==> config.mk <==
export PLATFORM = sky130hd
export DESIGN_NAME = fpu_arbiter
export DESIGN_NICKNAME = d
export VERILOG_FILES = /design/src/rtl/fpu_pkg.sv /design/src/rtl/fpu_rr_grant.sv /design/src/rtl/fpu_arbiter.sv
export SDC_FILE = /design/constraint.sdc
export NUM_CORES = 1
export LEC_CHECK = 0
export CAP_MARGIN = 20
export CORE_AREA = 2 2 346 348
export CTS_BUF_LIST = sky130_fd_sc_hd__clkbuf_8
export CTS_CLUSTER_DIAMETER = 120
export DETAILED_ROUTE_END_ITERATION = 10
export DIE_AREA = 0 0 348 350
export PLACE_DENSITY = 0.34
export RECOVER_POWER = 25
export SYNTH_ARGS = -nofsm -noshare
export SYNTH_HDL_FRONTEND = slang
export SYNTH_SLANG_ARGS = --single-unit
export TNS_END_PERCENT = 5
==> constraint.sdc <==
create_clock -name clk_i -period 4.9 [get_ports clk_i]
set_input_delay 0.98 -clock clk_i [delete_from_list [all_inputs] [get_ports clk_i]]
set_output_delay 0.98 -clock clk_i [all_outputs]
set_load 0.03 [all_outputs]
==> src/rtl/fpu_pkg.sv <==
// Shared types and constants for the FPU front-end arbiter.
package fpu_pkg;

  localparam int unsigned XLEN     = 64;
  localparam int unsigned FFLAGS_W = 5;
  localparam logic [31:0] NOP_INSTR_DEFAULT = 32'h0000_0013;

  typedef enum logic [1:0] {
    ST_IDLE  = 2'd0,
    ST_ISSUE = 2'd1,
    ST_WAIT  = 2'd2,
    ST_RESP  = 2'd3
  } fpu_state_e;

  typedef struct packed {
    logic [31:0]     instr;
    logic [XLEN-1:0] rs1;
    logic [XLEN-1:0] rs2;
    logic [XLEN-1:0] rs3;
    logic [2:0]      rm;
  } fpu_op_t;

endpackage

==> src/rtl/fpu_rr_grant.sv <==
// Two-way round-robin grant: a lone request wins, a tie goes to the requester not granted last.
module fpu_rr_grant
  import fpu_pkg::*;
(
  input  logic [1:0] req,
  input  logic       last_grant,
  output logic [1:0] grant
);

  always_comb begin
    grant = '0;
    if (req[0] && (!req[1] || last_grant)) begin
      grant = 2'b01;
    end else if (req[1]) begin
      grant = 2'b10;
    end
  end

endmodule

==> src/rtl/fpu_arbiter.sv <==
// Arbitrates two requesters onto a single FPU: issue, wait for completion or timeout, pulse the result back.
module fpu_arbiter
  import fpu_pkg::*;
#(
  parameter logic [31:0] NOP_INSTR      = NOP_INSTR_DEFAULT,
  parameter int unsigned TIMEOUT_CYCLES = 64
) (
  input  logic                clk_i,
  input  logic                reset_i,
  input  logic                req0_valid_i,
  output logic                req0_ready_o,
  input  logic [31:0]         req0_instr_i,
  input  logic [XLEN-1:0]     req0_rs1_i,
  input  logic [XLEN-1:0]     req0_rs2_i,
  input  logic [XLEN-1:0]     req0_rs3_i,
  input  logic [2:0]          req0_rm_i,
  input  logic                req1_valid_i,
  output logic                req1_ready_o,
  input  logic [31:0]         req1_instr_i,
  input  logic [XLEN-1:0]     req1_rs1_i,
  input  logic [XLEN-1:0]     req1_rs2_i,
  input  logic [XLEN-1:0]     req1_rs3_i,
  input  logic [2:0]          req1_rm_i,
  output logic                rsp0_valid_o,
  output logic [XLEN-1:0]     rsp0_data_o,
  output logic [FFLAGS_W-1:0] rsp0_fflags_o,
  output logic                rsp0_err_o,
  output logic                rsp1_valid_o,
  output logic [XLEN-1:0]     rsp1_data_o,
  output logic [FFLAGS_W-1:0] rsp1_fflags_o,
  output logic                rsp1_err_o,
  output logic                fpu_enable_o,
  output logic [31:0]         fpu_instr_o,
  output logic [XLEN-1:0]     fpu_rs1_o,
  output logic [XLEN-1:0]     fpu_rs2_o,
  output logic [XLEN-1:0]     fpu_rs3_o,
  output logic [2:0]          fpu_rm_o,
  input  logic                fpu_busy_i,
  input  logic [XLEN-1:0]     fpu_out_i,
  input  logic [FFLAGS_W-1:0] fpu_fflags_i
);

  localparam int unsigned CNT_W = $clog2(TIMEOUT_CYCLES + 1);

  fpu_state_e          state_q, state_d;
  fpu_op_t             op_q, op_sel;
  fpu_op_t             req0_op, req1_op;
  logic                owner_q;
  logic                last_q;
  logic [CNT_W-1:0]    cnt_q;
  logic [XLEN-1:0]     data_q;
  logic [FFLAGS_W-1:0] fflags_q;
  logic                err_q;
  logic [1:0]          grant;
  logic                accept, done, timeout, active, in_flight;

  assign req0_op = '{instr: req0_instr_i, rs1: req0_rs1_i, rs2: req0_rs2_i,
                     rs3: req0_rs3_i, rm: req0_rm_i};
  assign req1_op = '{instr: req1_instr_i, rs1: req1_rs1_i, rs2: req1_rs2_i,
                     rs3: req1_rs3_i, rm: req1_rm_i};
  assign op_sel  = grant[1] ? req1_op : req0_op;

  fpu_rr_grant u_grant (
    .req        ({req1_valid_i, req0_valid_i}),
    .last_grant (last_q),
    .grant      (grant)
  );

  always_ff @(posedge clk_i) begin
    if (reset_i) state_q <= ST_IDLE;
    else         state_q <= state_d;
  end

  // Outputs are gated by reset so an op caught mid-flight never emits a response.
  always_comb begin
    state_d      = state_q;
    accept       = 1'b0;
    done         = 1'b0;
    timeout      = 1'b0;
    active       = !reset_i;
    in_flight    = 1'b0;
    req0_ready_o = 1'b0;
    req1_ready_o = 1'b0;
    rsp0_valid_o = 1'b0;
    rsp1_valid_o = 1'b0;
    unique case (state_q)
      ST_IDLE: begin
        req0_ready_o = active && grant[0];
        req1_ready_o = active && grant[1];
        if (|grant) begin
          accept  = 1'b1;
          state_d = ST_ISSUE;
        end
      end
      ST_ISSUE: begin
        in_flight = active;
        state_d   = ST_WAIT;
      end
      ST_WAIT: begin
        in_flight = active;
        if (!fpu_busy_i) begin
          done    = 1'b1;
          state_d = ST_RESP;
        end else if (cnt_q == CNT_W'(TIMEOUT_CYCLES - 1)) begin
          timeout = 1'b1;
          state_d = ST_RESP;
        end
      end
      ST_RESP: begin
        rsp0_valid_o = active && !owner_q;
        rsp1_valid_o = active &&  owner_q;
        state_d      = ST_IDLE;
      end
      default: state_d = ST_IDLE;
    endcase
  end

  always_ff @(posedge clk_i) begin
    if (reset_i) begin
      op_q     <= '0;
      owner_q  <= 1'b0;
      last_q   <= 1'b1;
      cnt_q    <= '0;
      data_q   <= '0;
      fflags_q <= '0;
      err_q    <= 1'b0;
    end else begin
      if (accept) begin
        op_q    <= op_sel;
        owner_q <= grant[1];
        last_q  <= grant[1];
        cnt_q   <= '0;
      end
      if (done) begin
        data_q   <= fpu_out_i;
        fflags_q <= fpu_fflags_i;
        err_q    <= 1'b0;
      end else if (timeout) begin
        data_q   <= '0;
        fflags_q <= '0;
        err_q    <= 1'b1;
      end else if (state_q == ST_WAIT) begin
        cnt_q <= cnt_q + CNT_W'(1);
      end
    end
  end

  assign fpu_enable_o  = in_flight;
  assign fpu_instr_o   = in_flight ? op_q.instr : NOP_INSTR;
  assign fpu_rs1_o     = in_flight ? op_q.rs1   : '0;
  assign fpu_rs2_o     = in_flight ? op_q.rs2   : '0;
  assign fpu_rs3_o     = in_flight ? op_q.rs3   : '0;
  assign fpu_rm_o      = in_flight ? op_q.rm    : '0;

  assign rsp0_data_o   = rsp0_valid_o ? data_q   : '0;
  assign rsp0_fflags_o = rsp0_valid_o ? fflags_q : '0;
  assign rsp0_err_o    = rsp0_valid_o && err_q;
  assign rsp1_data_o   = rsp1_valid_o ? data_q   : '0;
  assign rsp1_fflags_o = rsp1_valid_o ? fflags_q : '0;
  assign rsp1_err_o    = rsp1_valid_o && err_q;

endmodule

==> reports/results.ini <==
[setup_path]
r2r_end = op_q[138]
worst_path_max_delay_cell = clkdlybuf4s50_1
r2r_slack_ns = 1.19
crit_family = buffers and inverters
reg2reg_depth = 7
cp-startpoint = state_q[1]
crit_type = flip-flop to output pin
cp_max_fo = 76
critical_path.max_stage_delay_ns = 0.78
end_kind = output pin
cp.arrival_ns = 3.19
crit_buf_inv = 3
start_kind = flip-flop
cp_data_required_time_ns = 3.92
crit_chain = inv_1, ha_1, nor2b_4, buf_12, and2_1, clkdlybuf4s50_1
regToRegStartpoint = state_q[0]

[cells_and_area]
drive_gt1_share_pct = 5.005
multi_input_area_um2 = 7996
layout_commonest_cell = clkdlybuf4s50_1
fin_nets = 3265
area_growth_pct = 79.11
fill_cells = 12950
fin_cells = 4330
register_area_um2 = 6166
layout_common_cells = 891 x clkdlybuf4s50_1, 469 x nand2_1, 365 x and2_1

[clock_tree]
cts_tree = done
path_clk_slew_ns = 0.06
postCtsSetupBuffers = 0
cts_hold_buf = 0
clock_latency_ns = 0.66
cts_buffers = 70
cts_buffer_depth = 3
cts_sinks = 308
cts_max_level = 3
root_buffer = clkbuf_8
cts_resized = 0

[timing]
setup_violations = 0
min_period_ns = 4.172
fmax_mhz = 239.7
rsz0062_at_grt = false
finalSetupTns_ns = 0
worst_pin_slew_ns = 1.772
slew_headroom_pct = -18.12
drv_slew = 103
clock_skew_ns = 0.02487
finalCritPeriodShare_pct = 85.14
hold_viol_final = 0

[routing]
first_iter_violations = 749
wl_per_cell_um = 21.77
vias = 17430
drc_errors = 0
drt-total-wl_um = 94270
drt-vias-per-instance = 4.026
firstDrtPassIters = 4
ant_nets = 0

[synthesis]
syn_inst = 1916
yosysSeqAreaShare_pct = 41.14
synthTopCellsByArea = dfxtp_1 41%, and2_1 15%, a311oi_1 13%, nand2_1 12%, nor2_1 5.9%
syn-cell-area_um2 = 14990
synth-seq-cells = 308
syn_nets = 2448
yosys.area.top_type = dfxtp_1
synth_top_area_share_pct = 41.14
synthDistinctLibCells = 41
avgSynthCellArea_um2 = 7.823
yosysWarnings = 0

[placed_design]
gp_congestion = 0.8435
place_inst = 4197
io_buffer_count = 899
place_hpwl_um = 70900

[job]
maxCapViolations = 2

[floorplanning]
die_h_um = 350
initial_core_util_pct = 12.73
die_w_um = 348
dieArea_um2 = 121800
rows = 126
ios = 900
coreArea_um2 = 117800

[status]
status = finished, violations left
violations = max-capacitance violations, max-slew violations

[grt]
grt_pass1_vias = 17880
grt_max_degree = 159
grt_pass1_wl_um = 130200
grt_antenna_before_repair = 51
track_usage_pct = 14.76
overflow = 0

[worst_hold_path]
whs_path_depth = 2
min_from = owner_q
worst_hold_path_type = flip-flop to flip-flop
whs_endpoint = owner_q

[power_and_ir_drop]
power_leakage_nw = 9.927
ir_drop_mv = 0.2126
p_per_area_nw_per_um2 = 429.5

## where the power goes
part | internal, mW | leakage (nW) | switching (mW) | total (mW)
logic | 1.95 | 6.64 | 2.92 | 4.87
clock network | 1.52 | 0.750 | 1.34 | 2.86
registers | 3.27 | 2.54 | 0.542 | 3.81
total | 6.73 | 9.93 | 4.80 | 11.5
## worst min-delay path, cell delays in order (launching register included)
cell and delay [ns]:
dfxtp_1 0.32, nand2_1 0.06, a21oi_1 0.05
## through the flow
step	hold WS, ns	worst slack, ns	utilization [%]	cell area [um^2]	total power, mW
final	0.4822	0.7281	22.80	26850	11.53
after global routing	0.5069	0.4477	22.79	26840	12.37
after floorplan	0.4453	1.636	-	14990	6.539
after global placement	0.4721	0.8447	21.74	25610	8.820
after detailed placement	0.4797	0.8390	21.74	25610	8.857
after CTS	0.4838	0.4766	22.84	26900	11.89
## synthesized netlist by cell type
cell / count
o21ai_0: 1
and3_1: 4
nand3_1: 2
a21bo_2: 1
o31ai_4: 1
a32oi_1: 1
o2111a_1: 1
o311ai_1: 1
o21ai_2: 1
o21a_1: 2
or4b_1: 1
a31o_2: 1
nor3b_1: 1
nor4_1: 1
a21oi_1: 6
a311oi_1: 227
o311ai_0: 1
a211oi_1: 1
buf_6: 2
buf_4: 1
nor4b_1: 1
nand3_4: 1
nand2b_1: 3
inv_1: 5
and2_1: 365
a32o_1: 69
nor3_1: 1
nor2b_1: 1
buf_1: 11
ha_1: 4
dfxtp_1: 308
nand2_1: 470
xnor2_1: 1
nand3b_1: 3
o21ai_1: 1
nor3_4: 1
nor2_1: 236
a31oi_1: 1
buf_2: 69
nand4_1: 1
clkbuf_1: 107
## logic make-up after synthesis
| kind of cell | after synthesis | synth area share, % |
|---|---|---|
| DFF | 308 | 41.14 |
| AOI/OAI and AO/OA | 316 | 18.91 |
| xor gates and xnor gates | 1 | 0.05844 |
| and+or+nand+nor | 1092 | 33.98 |
| adders and majority gates | 4 | 0.3339 |
| buffers and inverters | 195 | 5.584 |
## registers in the layout (all words and copies together), names as in the netlist
name,cells
op_q,227
data_q,64
cnt_q,7
fflags_q,5
state_q,2
err_q,1
last_q,1
owner_q,1
## layout make-up
cell class / instances / share of cell area (%)
timing repair buffer: 935 / 35.05
multi-input combinational: 1413 / 29.79
sequential: 308 / 22.97
tap: 1536 / 7.158
clock buffer: 79 / 4.050
clock inverter: 37 / 0.7597
antenna: 17 / 0.1585
inverter: 5 / 0.06991
## per-layer routing
layer,up-vias,routed length [um],global-route usage [%]
met5,-,213,0
met4,32,2999,6.008
met2,708,47700,26.30
met3,172,7015,4.832
li1,8229,-,-
met1,8292,36350,16.07
## worst max-delay path by stage
stage	end	cells after the start
2_1_floorplan	rsp0_data_o[58]	3
3_3_place_gp	fpu_instr_o[27]	5
3_5_place_dp	fpu_instr_o[27]	5
4_1_cts	fpu_instr_o[27]	6
5_1_grt	fpu_instr_o[27]	6
6_report	fpu_instr_o[27]	6
Note: power is estimated with default switching activity, not from simulation.
